`src/rtl/fa_bl_top.sv`:
```
// Full adder with qualified, saturating carry-event counter and async reset.
// Define FA_BL_REG_OUT_EN to register carry/sum/out_valid (1-cycle latency).
module fa_bl_top #(
   parameter int CNT_W = 8
) (
   input  logic             clk,
   input  logic             rst,
   input  logic             ip1,
   input  logic             ip2,
   input  logic             ip3,
   input  logic             in_valid,
   input  logic             clr_cnt,
   output logic             carry,
   output logic             sum,
   output logic             out_valid,
   output logic [CNT_W-1:0] carry_cnt
);

   logic             carry_c;
   logic             sum_c;
   logic [CNT_W-1:0] cnt_q;
   logic [CNT_W-1:0] cnt_d;

   assign sum_c   = ip1 ^ ip2 ^ ip3;
   assign carry_c = (ip1 & ip2) | (ip1 & ip3) | (ip2 & ip3);

   // Clear wins over increment; an all-ones count is held rather than wrapped.
   always_comb begin
      cnt_d = cnt_q;
      if (clr_cnt) begin
         cnt_d = '0;
      end else if (in_valid && carry_c && (cnt_q != {CNT_W{1'b1}})) begin
         cnt_d = cnt_q + 1'b1;
      end
   end

   always_ff @(posedge clk or posedge rst) begin
      if (rst) begin
         cnt_q <= '0;
      end else begin
         cnt_q <= cnt_d;
      end
   end

   assign carry_cnt = cnt_q;

`ifdef FA_BL_REG_OUT_EN
   logic carry_q;
   logic sum_q;
   logic vld_q;

   always_ff @(posedge clk or posedge rst) begin
      if (rst) begin
         carry_q <= 1'b0;
         sum_q   <= 1'b0;
         vld_q   <= 1'b0;
      end else begin
         carry_q <= carry_c;
         sum_q   <= sum_c;
         vld_q   <= in_valid;
      end
   end

   assign carry     = carry_q;
   assign sum       = sum_q;
   assign out_valid = vld_q;
`else
   // Data path stays live through reset; only the valid flag is forced low.
   assign carry     = carry_c;
   assign sum       = sum_c;
   assign out_valid = in_valid & ~rst;
`endif

endmodule

```
`config.mk`:
```
export PLATFORM = sky130hd
export DESIGN_NAME = fa_bl_top
export DESIGN_NICKNAME = d
export VERILOG_FILES = /design/src/rtl/fa_bl_top.sv
export SDC_FILE = /design/constraint.sdc
export NUM_CORES = 1
export LEC_CHECK = 0
export CORE_AREA = 8 8 45 47
export DETAILED_ROUTE_END_ITERATION = 8
export DIE_AREA = 0 0 53 55
export PLACE_DENSITY = 0.66
export REMOVE_ABC_BUFFERS = 1
export SETUP_SLACK_MARGIN = 0.1
export SLEW_MARGIN = 20
export SYNTH_ARGS = -nofsm -noshare
export SYNTH_HDL_FRONTEND = slang
export SYNTH_SLANG_ARGS = --single-unit
```
`constraint.sdc`:
```
create_clock -name clk -period 2.29 [get_ports clk]
set_input_delay 0.458 -clock clk [delete_from_list [all_inputs] [get_ports clk]]
set_output_delay 0.458 -clock clk [all_outputs]
set_load 0.05 [all_outputs]
```
==> results of run 1 <==
## cells in the final DEF (no fill, tap or decap), drive strengths merged, types with 3 or more instances in the layout
cell type      Yosys  final
clkdlybuf4s50      0     14
dfrtp              8      8
clkbuf             0      3
a211oi             3      3
nor2               7      7
a21oi              3      3
buf                1      3
nand2              3      3
## per-layer routing
metal	share of wire (%)	global-route usage, %	vias up
li1	-	-	209
met5	0	0	-
met2	46	14.26	13
met1	42	8.372	187
met4	4.3	9.052	0
met3	7.5	2.674	4
## power breakdown
part           switching [mW]  internal, mW  total (mW)  leakage, nW
registers             0.00280         0.144       0.147        0.111
logic                  0.0475        0.0366      0.0841        0.160
clock network          0.0460        0.0598       0.106       0.0138
## worst max-delay path by stage
stage                         to  slack (ps)  depth (start not counted)
floorplan           carry_cnt[5]         340                          5
global placement    carry_cnt[5]         190                          6
global route                 sum         150                          3
detailed placement  carry_cnt[5]         170                          6
finish                       sum         200                          3
CTS                          sum         190                          3
## logic make-up (layout without fill, tap and decap cells)
group,Yosys count,in the layout,share of synthesized area (%)
XOR/XNOR,3,3,5.723
AND/OR/NAND/NOR,23,23,27.52
flip-flops,8,8,43.60
multiplexers,1,1,2.180
buffers and inverters,3,22,2.452
AO/OA/AOI/OAI,8,8,11.44
adder cells (fa/ha/maj),2,2,7.084
## area by class of cell
cell class,count,area (um^2)
Timing Repair Buffer,17,187.7
Sequential cell,8,200.2
Inverter,2,7.507
Clock buffer,3,22.52
Tap cell,16,20.02
Multi-Input combinational cell,37,247.7
Fill cell,127,698.2
## through the flow
step                utilization, %  power, mW  area [um^2]
CTS                          49.55     0.3434        685.7
global route                 49.55     0.3594        685.7
floorplan                        -     0.1940        455.4
finish                       49.55     0.3368        685.7
global placement             47.92     0.2347        663.1
detailed placement           47.92     0.2343        663.1
==> impl_results.md, run 1 <==
* Drt total wl at between 1000 and 1500 um
* Worst Max-Slew Pin Slew at roughly 510 ps
* CP peak stage delay at ~600 ps
* CTS buffer count at 3
* Post-synthesis sequential area ratio at between 40% and 50%
* Rows at 14
* Port Buffers at 17
* Final setup violation count at 0
* Pre-CTS WS at approximately 170 ps
* Share of layout cells above drive strength 1 at a little under an eighth
* Max-cap violations at 0
* Clk_lat worst skew at between 200 and 300 ps
* CP Data Arrival Time at about 1600 ps
* GP Congestion at roughly 0.75
* Largest net degree at the start of global routing at 9
* Yosys warns at 0
* Hold Vio Cnt, Final at 0
* Maximum clock rate at 0.4780 GHz
* RR Startpoint: carry_cnt[0]
* Pwr dens at 491.2 mW/mm^2
* Dominant cell type by area after synthesis: dfrtp_1
* Top cell type's share of synthesized area at between 40 and 50%
* Final hold slack at 499.3 ps
* Initial DRC count at 2
* Max reg flops at 8
* Pre-Repair DR Iteration Count at 2
* Slew Limit Fails at 0
* CTS resizes at 0
* Vias in the first global route at 411
* Setup bufs post-CTS at 0
* Async S/R FF share, synth at 100.0%
* Non-Filler Instances at 83
* Crit path setup slack, layout at 197.9 ps
* GRT overflow at 0
* CTS tree: done
* Nets at between 70 and 80
* Yosys cell types at 24
* Ports at 18
* Antenna violations before repair at 0
* FF+latch count, synth at 8
* HP Class: input port to asynchronous set/reset pin
* Status: completed
* Total GRT Usage at approximately 8.7%
* Post-route setup TNS at 0 ps
* Drt via density at between 4 and 5
* Top area cells in the synthesized netlist: dfrtp_1 44%, nor2_1 5.7%, a211oi_1 4.9%
* Post-synth EDFFs at 0
* Final HPWL DP at roughly 870 um
* Prevailing post-synth register cell: dfrtp_1
* DRT antenna net count at 0
* Syn Inst Count at 48
* First-pass GRT wire length at ~1800 um
* Post-layout minimum cycle time at approximately 2100 ps
* Relative slew margins at between 60% and 70%
* Drt wl/cell at ~13 um
* Slowest-stage cell, CP: fa_1
* Post-Route Skew at approximately 2.5 ps
* Commonest cells post-synth: 8 x dfrtp_1, 7 x nor2_1, 3 x a211oi_1, 3 x a21oi_1, 3 x nand2_1
* Leakage power at ~0.28 nW
* DRC at 0
* Root buffer cell: clkbuf_4
* Starting Density at approximately 33%
* CP startpoint kind: input port
* Kind of critical path: input port to output port
* Area growth syn-to-layout at 49.32%
* Worst-path cell chain: clkdlybuf4s50_1 -> fa_1 -> buf_12
* RSZ-0062 raised after global routing: no
* Core area at approximately 0.0014 mm^2
* Die W at approximately 53 um
* Die ar. at roughly 0.0029 mm^2
* Worst EP required at 1830 ps
* Syn_area_per_cell at 9.566 um^2
* CP Launch Point: ip1
* CP top delay family: adder cells
* Final period util at 91.36%
* Die Span Y at around 55 um
* Clk slew on worst S/H paths at ~50 ps
* DR vias at 413
* VDD IR max at between 200 and 300 uV
* Sink Count at 8
* FF-to-FF path depth at 5
* WP buf/inv at 2
* Post-CTS Hold Buffers at 0
* ANT cells at 0
* CTS Buffer Depth at 2
* Inst Count DP at 80
* Count leader, synth: dfrtp_1
* Critical R2R Capture: carry_cnt[5]
* Flop2flop setup slack at a little under 600 ps
* Worst Setup End Kind: output port
* H-tree depth at 1
* Crit-path max FO at 1
* Synthesized area at approximately 460 um^2
Note: power is estimated with default switching activity, not from simulation.
==> run 2, diff against run 1 <==
Settings changed: ABC_CLOCK_PERIOD_IN_PS from default to 2290, SKIP_LAST_GASP from default to 1.
==> results of run 2 <==
The final DEF is identical to that of run 1; final timing and power are the same.
==> run 3, diff against run 2 <==
Settings changed: CORE_AREA 8 8 45 47 to 2 2 39 41, DIE_AREA 0 0 53 55 to 0 0 41 43.
==> impl_results.md, run 3 (synthesis gave the netlist of run 1 again) <==
* Starting Density at approximately a third
* DR vias at roughly 410
* First-pass GRT wire length at ~1500 um
* ANT cells at 0
* Root buffer cell: clkbuf_4
* Total GRT Usage at between 10% and 20%
* Rows at 14
* Leakage power at approximately 0.28 nW
* Non-Filler Instances at slightly above 80
* Sink Count at 8
* Antenna violations before repair at 0
* CTS tree: done
* Most frequent cells in the layout: 14 x clkdlybuf4s50_1, 8 x dfrtp_1, 7 x nor2_1
* H-tree depth at 1
* Register Area at between 200 and 250 um^2
* CP startpoint kind: input port
* Inst Count DP at 80
* GRT overflow at 0
* Post-layout minimum cycle time at approximately 2100 ps
* RSZ-0062 raised after global routing: no
* Status: completed
* Post-CTS Hold Buffers at 0
* Initial DRC count at 9
* DRT antenna net count at 0
* Clk_lat worst skew at roughly 240 ps
* Drt wl/cell at roughly 12 um
* Max-cap violations at 0
* Port Buffers at 17
* Max reg flops at 8
* Core area at about 0.0014 mm^2
* Pre-Repair DR Iteration Count at 4
* Die ar. at 0.001763 mm^2
* Crit-path max FO at 1
* Worst Setup End Kind: output port
* Drt via density at about 5.0
* Final HPWL DP at between 700 and 800 um
* Commonest non-fill, non-tap cell in the layout: clkdlybuf4s50_1
* FILL cells at 133
* Clk slew on worst S/H paths at around 50 ps
* Final period util at roughly nine tenths
* Die W at 41 um
* Largest net degree at the start of global routing at 9
* Setup bufs post-CTS at 0
* Kind of critical path: input port to output port
* CP Data Arrival Time at approximately 1600 ps
* CTS Buffer Depth at 2
* Pre-CTS WS at roughly 170 ps
* Die Span Y at about 43 um
* Drt total wl at 959 um
* Crit path setup slack, layout at slightly below 200 ps
* Maximum clock rate at 0.4781 GHz
* Slew Limit Fails at 0
* Worst Max-Slew Pin Slew at 507.6 ps
* Pwr dens at around 490 mW/mm^2
* VDD IR max at between 300 and 400 uV
* CTS buffer count at 3
* Final hold slack at approximately 500 ps
* Relative slew margins at 66.06%
* Post-Route Skew at about 1.6 ps
* Post-route setup TNS at 0 ps
* Vias in the first global route at roughly 380
* Share of layout cells above drive strength 1 at between 10% and 20%
* DRC at 0
* CTS resizes at 0
* HP Class: input port to asynchronous set/reset pin
* Area of the multi-input gates at 247.7 um^2
* GP Congestion at roughly 0.7
* Hold Vio Cnt, Final at 0
* Final setup violation count at 0
* Area growth syn-to-layout at 49.32%
* Worst EP required at between 1500 and 2000 ps
* Nets at just under 80
* Ports at 18
[run 3: layout make-up]
class | count | share of cell area [%]
Inverter | 2 | 1.095
Sequential cell | 8 | 29.20
Timing Repair Buffer | 17 | 27.37
Multi-Input combinational cell | 37 | 36.13
Clock buffer | 3 | 3.285
Tap cell | 16 | 2.920
[run 3: path summary, 6_finish.rpt]
path	start	endpoint	slack (ps)	depth (start not counted)
hold / removal	rst	carry_cnt[5]	500	2
min in group clk	carry_cnt[1]	carry_cnt[1]	590	2
hold reg to reg	carry_cnt[1]	carry_cnt[1]	590	2
setup / recovery	ip1	sum	200	3
max in group asynchronous	rst	carry_cnt[4]	1550	2
setup reg to reg	carry_cnt[0]	carry_cnt[5]	570	5
[run 3: report_power, final]
part / switching [mW] / internal (mW)
sequential: 0.00281 / 0.144
combinational: 0.0468 / 0.0365
clock: 0.0441 / 0.0597
total: 0.0937 / 0.240
[run 3: metal layers]
| layer | routed length, um | GRT usage, % |
|---|---|---|
| met4 | 0 | 8.000 |
| met5 | 0 | 0 |
| met2 | 478 | 20.31 |
| met1 | 415 | 14.52 |
| met3 | 65 | 3.141 |
[run 3: worst max-delay path: stages]
cell,delay (ps)
clkdlybuf4s50_1,430
fa_1,600
buf_12,150
[run 3: through the flow]
stage / total power [mW] / utilization [%] / area [um^2]
floorplan: 0.1940 / - / 455.4
global placement: 0.2341 / 47.92 / 663.1
detailed placement: 0.2333 / 47.92 / 663.1
CTS: 0.3430 / 49.55 / 685.7
global route: 0.3567 / 49.55 / 685.7
finish: 0.3340 / 49.55 / 685.7
